--- config.mk ---
export PLATFORM = sky130hd
export DESIGN_NAME = io_irq_ctl32
export DESIGN_NICKNAME = d
export VERILOG_FILES = /design/src/rtl/io_irq_ctl32.sv
export SDC_FILE = /design/constraint.sdc
export NUM_CORES = 1
export LEC_CHECK = 0
export CELL_PAD_IN_SITES_DETAIL_PLACEMENT = 0
export CELL_PAD_IN_SITES_GLOBAL_PLACEMENT = 1
export CORE_AREA = 2 2 112 124
export CTS_BUF_LIST = sky130_fd_sc_hd__clkbuf_4 sky130_fd_sc_hd__clkbuf_8 sky130_fd_sc_hd__clkbuf_16
export DETAILED_ROUTE_END_ITERATION = 16
export DIE_AREA = 0 0 114 126
export PLACE_DENSITY_LB_ADDON = 0.1
export SYNTH_ARGS = -nofsm -noshare
export SYNTH_HDL_FRONTEND = slang
export SYNTH_SLANG_ARGS = --single-unit
export TNS_END_PERCENT = 100
--- constraint.sdc ---
create_clock -name AClkH -period 6.2 [get_ports AClkH]
set_clock_uncertainty 0.05 [all_clocks]
set_input_delay 1.24 -clock AClkH [delete_from_list [all_inputs] [get_ports AClkH]]
set_output_delay 1.24 -clock AClkH [all_outputs]
set_load 0.01 [all_outputs]
--- src/rtl/io_irq_ctl32.sv ---
// io_irq_ctl32: IRQ controller with per-line enable, edge/level mode, W1C pending and
// a vector register that acknowledges the reported edge line on read.
module io_irq_ctl32 #(
   parameter logic [15:0] CAddrBase = 16'h0000,
   parameter int          CIrqCnt   = 16
) (
   input  logic               AClkH,
   input  logic               AResetHN,
   input  logic               AClkHEn,
   input  logic [15:0]        AIoAddr,
   output logic [63:0]        AIoMiso,
   input  logic [63:0]        AIoMosi,
   input  logic [3:0]         AIoWrSize,
   input  logic [3:0]         AIoRdSize,
   output logic               AIoAddrAck,
   output logic               AIoAddrErr,
   input  logic [CIrqCnt-1:0] AIrqI,
   output logic [CIrqCnt-1:0] AIrqO,
   output logic               AIrq,
   output logic [4:0]         AIrqIdx
);
   logic [CIrqCnt-1:0] FEn, FMode, FPend, FSmp;
   logic [CIrqCnt-1:0] wrData, w1cMask, ackClr, nextPend;
   logic [31:0]        rdData;
   logic [3:0]         accSize;
   logic [1:0]         regSel;
   logic               inRange, aligned, isWr, isRd, wrVec, rdAck, wrAck, ackRd;
   logic               unusedMosi;

   assign inRange    = AIoAddr[15:4] == CAddrBase[15:4];
   assign regSel     = AIoAddr[3:2];
   assign aligned    = AIoAddr[1:0] == 2'b00;
   assign accSize    = AIoRdSize | AIoWrSize;
   assign isWr       = |AIoWrSize;
   assign isRd       = |AIoRdSize;
   assign wrVec      = isWr && regSel == 2'd3;
   assign AIoAddrErr = inRange && |accSize && (accSize != 4'b0100 || !aligned || wrVec);
   assign AIoAddrAck = inRange && accSize == 4'b0100 && aligned && !wrVec;
   assign rdAck      = AIoAddrAck && isRd;
   assign wrAck      = AIoAddrAck && isWr;
   assign wrData     = AIoMosi[CIrqCnt-1:0];
   assign unusedMosi = ^AIoMosi;

   assign rdData  = regSel == 2'd0 ? 32'(FEn)
                  : regSel == 2'd1 ? 32'(FMode)
                  : regSel == 2'd2 ? 32'(FPend)
                  : {AIrq, 26'b0, AIrqIdx};
   assign AIoMiso = rdAck ? {32'b0, rdData} : 64'b0;

   assign AIrqO = FPend & FEn;
   assign AIrq  = |AIrqO;

   // Descending scan so the lowest set index wins.
   always_comb begin
      AIrqIdx = 5'd0;
      for (int i = CIrqCnt - 1; i >= 0; i--)
         if (AIrqO[i]) AIrqIdx = 5'(i);
   end

   assign ackRd   = rdAck && regSel == 2'd3 && AIrq;
   assign w1cMask = (wrAck && regSel == 2'd2) ? wrData : '0;

   always_comb begin
      ackClr = '0;
      for (int i = 0; i < CIrqCnt; i++)
         ackClr[i] = ackRd && AIrqIdx == 5'(i);
   end

   // Edge lines: a new rising edge beats any clear in the same cycle; level lines track the input.
   assign nextPend = (FMode & ((AIrqI & ~FSmp) | (FPend & ~(w1cMask | ackClr)))) | (~FMode & AIrqI);

   always_ff @(posedge AClkH or negedge AResetHN) begin
      if (!AResetHN) begin
         FEn   <= '0;
         FMode <= '0;
         FPend <= '0;
         FSmp  <= '0;
      end else if (AClkHEn) begin
         FSmp  <= AIrqI;
         FPend <= nextPend;
         if (wrAck && regSel == 2'd0) FEn <= wrData;
         if (wrAck && regSel == 2'd1) FMode <= wrData;
      end
   end
endmodule

Word level (Yosys, flattened, before mapping)
Index checks and enable logic that the tools add are counted.

Word-level logic and storage cells: 100. Flip-flop bits (word level): 64.

Reductions and logical operators: 43. Bitwise logic cells: 12. Multiplexer cells: 21. Equal/unequal tests: 20.

Operator list (number): $mux W32 (4); $and A16 B16 Y16 (5); $mux W5 (14); $not A16 Y16 (3); $or A16 B16 Y16 (3); $eq A5 B4 Y1 const B (8); $logic_and A1 B1 Y1 (29); $eq A5 B3 Y1 const B (4); $mux W16 (1); $reduce_or A16 Y1 (1); $logic_not A12 Y1 (1); $reduce_or A4 Y1 (3); $eq A5 B2 Y1 const B (2); $mux W4 (2); $eq A5 B1 Y1 const B (1); $logic_not A5 Y1 (1); $eq A2 B2 Y1 const B (2); $eq A4 B3 Y1 const B (1); $logic_not A2 Y1 (2); $ne A4 B3 Y1 const B (1); $or A4 B4 Y4 (1); $reduce_and A2 Y1 (2); $eq A2 B1 Y1 const B (1); $logic_not A1 Y1 (2); $logic_or A1 B1 Y1 (2).

Logic depth before layout (Yosys ltp)
Gate-level depths: netlist of the first run.

Word-level depth: 25. Depth in mapped cells: 8. Gate-level depth less buffers: 6.

Worst setup path after synthesis of the first run
No wires, ideal clock.

Path type: input port to output port. Start point: input AIoWrSize[1]. End point: output AIoMiso[10]. Data required time: 4.910 ns. Arrival: 2.984 ns. Slack: 1.926 ns. Path buffers: 1. Cell stages on the path: 6. Path through: nor4_4 > o211ai_1 > nor3_1 > nand2_1 > clkbuf_1 > nor2_1.

Cells in the longest elaborated chain, start to end: 7. Elaborated cells on any way between the ends: 10.

RTL lines: start: declaration (line 13) `input logic [3:0] AIoWrSize,`; $or A4 B4 Y4 (line 33) `assign accSize = AIoRdSize | AIoWrSize;`; $eq A4 B3 Y1 (line 38) `assign AIoAddrAck = inRange && accSize == 4'b0100 && aligned && !wrVec;`; $logic_and A1 B1 Y1 (2 in series) (line 38); $logic_and A1 B1 Y1 (*) (line 38); net AIoAddrAck (line 15) `output logic AIoAddrAck,`; $logic_and A1 B1 Y1 (*) (line 39) `assign rdAck = AIoAddrAck && isRd;`; $mux W32 (*) (line 48) `assign AIoMiso = rdAck ? {32'b0, rdData} : 64'b0;`; end: declaration (line 11) `output logic [63:0] AIoMiso,`.

The timed path passes the listed nets; every way through them passes the cells marked *.

Worst setup path in the final report of the first run
Start point: input AIoWrSize[1]. End point: output AIoMiso[4].

Cells in the longest elaborated chain, start to end: 7. Elaborated cells on any way between the ends: 10.

RTL lines (line): $or A4 B4 Y4 (33); $eq A4 B3 Y1 (38); $logic_and A1 B1 Y1 (2 in series) (38); $logic_and A1 B1 Y1 (*) (38); $logic_and A1 B1 Y1 (*) (39); $mux W32 (*) (48).

Every way passes the cells marked *; elsewhere a longest branch is shown, timed or not.

==> flow_summary.ini, run 1 <==
[status]
status = complete, no violations

[timing]
fmax_ghz = 0.184
setup_viol = 0
fin_crit_ps = 5440
hold_viol_final = 0
tightest_slew_ps = 857
drv_slew = 0
period_share_pct = 87.8
max_slew_margin_pct = 42.9
rsz0062_at_grt = no
tns_ps = 0

[global_routing]
first_global_vias = 3707
grt_antenna_before_repair = 0
grt_pass1_wl_microns = 19700
globalRoute.totalOverflow = 0
grtUsageTotal_pct = 17.8
grt_max_degree = 65

[route]
drtIter0Drc = 149
drtAntennaViolNets = 0
wirelength_microns = 12700
routedWlPerCell_microns = 17.4
dr_total_vias = 3612
drcViolationCount = 0
dr.pass1.iters = 4
via_per_inst = 4.95

[clocking]
cts-root-buf = clkbuf_16
post_cts_buffers = 0
cts_resized = 0
cts_sinks = 64
htree_levels = 3
clock_latency_ps = 330
cts_tree = yes
cts_buffers = 9
clockBufferDepth = 2
cts.clk_slew.worst_paths_ps = 50
postCtsHoldBufs = 0

[place]
dp_hpwl_microns = 8970
gp_congestion = 0.817
portBuffers = 98
placedCellCount = 713

[layout]
final_cell_count_no_fill = 729
n_antenna_cell = 0
syn2layout_area_growth_pct = 29.7
layout-drive-gt1-share_pct = 15.5
fin_nets = 670

[floorplanning]
die_w_microns = 114
ios = 195
fp.coreArea_sq_um = 13100
die_area_sq_um = 14400
initial_utilization_pct = 32.4
row_count = 44
dieHeight_microns = 126

[worst_hold_path]
holdPathStages = 1
hold_start = FSmp[12]$_DFFE_PN0P_
hold_path_class = reg2reg
min_to = FSmp[12]$_DFFE_PN0P_

[worst_setup_path]
r2r-end = FPend[9]$_DFFE_PN0P_
crit_fanout = 13
r2r_start = FPend[5]$_DFFE_PN0P_
crit_type = in2out
rrSetupSlack_ps = 3860
cp.arrival_ps = 4150
critical_path.endpoint_type = primary output
worstSetupStartpointType = input pin
reg2reg_depth = 6
cp.required_ps = 4910

[pwr]
power_leakage_nw = 2.44
peakVddDrop_mv = 0.0957
power_per_cell_area_nw_per_um2 = 190

[yosys]
yosysSeqAreaShare_pct = 37.7
synth_common_cells = nand2_1, dfrtp_1, buf_4
synth-edff-count = 0
yosys_warnings = 0
netlist_instances = 462
synthTopCellsByArea = dfrtp_1, mux2_2, buf_4
synth_top_cell_by_area = dfrtp_1
ys_seq_elements = 64
postSynthAreaPerCell_sq_um = 9.19
ys_types = 54
yosysTopAreaCellShare_pct = 37.7
ys.flop_type = dfrtp_1
netlist_area_sq_um = 4250
ys_async_sr_fraction_pct = 100
yosysMostFrequentCell = nand2_1

[flow_run]
drv_cap = 0
[sequential cells by signal, summed over array words and instances, names as in the netlist]
| name | cells |
|---|---|
| FEn | 16 |
| FMode | 16 |
| FPend | 16 |
| FSmp | 16 |
[worst max-delay path by stage]
stage | startpoint | to | slack, ps | cells after the start
2_1_floorplan | AIoWrSize[1] | AIoMiso[10] | 1930 | 6
3_3_place_gp | AIoWrSize[1] | AIoMiso[7] | 780 | 8
3_5_place_dp | AIoWrSize[1] | AIoMiso[4] | 780 | 8
4_1_cts | AIoWrSize[1] | AIoMiso[4] | 750 | 8
5_1_grt | AIoWrSize[1] | AIoMiso[8] | 540 | 8
6_report | AIoWrSize[1] | AIoMiso[4] | 760 | 8
[through the flow]
| stage | hold slack [ps] | setup slack (ps) | total power, mW | area (sq um) | util [%] |
|---|---|---|---|---|---|
| floorplan | 431 | 1930 | 0.542 | 4420 | - |
| global placement | 439 | 779 | 0.586 | 5240 | 40.0 |
| detailed placement | 450 | 776 | 0.588 | 5240 | 40.0 |
| CTS | 462 | 745 | 1.06 | 5510 | 42.1 |
| global route | 474 | 543 | 1.09 | 5510 | 42.1 |
| finish | 454 | 758 | 1.04 | 5510 | 42.1 |
[routing by layer]
metal,share of wire (%),global-route usage (%)
met3,6.0,2.65
met4,2.5,8.25
met5,0,0
met2,47,28.5
met1,44,23.7
[final cells by class]
| cell class | count | area [sq um] |
|---|---|---|
| Clock buffer | 12 | 254 |
| Clock inverter | 4 | 20.0 |
| Fill cell | 1332 | 7590 |
| Inverter | 12 | 45.0 |
| Multi-Input combinational cell | 368 | 2340 |
| Sequential cell | 64 | 1600 |
| Tap cell | 161 | 201 |
| Timing Repair Buffer | 108 | 1050 |
[worst max-delay path: stages]
cell,delay (ps)
clkdlybuf4s50_1,460
nor4_4,550
o211ai_1,250
nor3_1,350
nand2_1,300
buf_4,290
nor2_1,140
clkdlybuf4s50_1,560
[report_power, final]
part	internal, mW	switching, mW	total [mW]
Sequential	0.438	0.0178	0.456
Clock	0.287	0.177	0.464
Combinational	0.0612	0.0634	0.125
Total	0.786	0.258	1.04
[kinds of logic after synthesis]
group | share of synthesized area, %
compound gates | 13.0
buf+inv | 11.6
simple gates | 19.8
other cells | 0.0883
mux | 17.7
flops | 37.7
[placed cells by master (no fill, tap or decap), drive strengths merged, types with 7 or more instances in the layout]
| master | count |
|---|---|
| mux2 | 48 |
| clkbuf | 12 |
| nor2 | 35 |
| inv | 12 |
| nand3 | 11 |
| clkdlybuf4s50 | 96 |
| buf | 12 |
| and2 | 12 |
| a21oi | 31 |
| o21ai | 16 |
| nor4 | 7 |
| nor2b | 8 |
| nand2 | 76 |
| dfrtp | 64 |
| conb | 48 |
| mux2i | 13 |
(Power assumes the default switching activity.)
==> inputs of run 2 (changes only) <==
CTS_CLUSTER_SIZE = 40   (was unset)
==> results of run 2 <==
The final DEF is identical to that of run 1; final timing and power are the same.
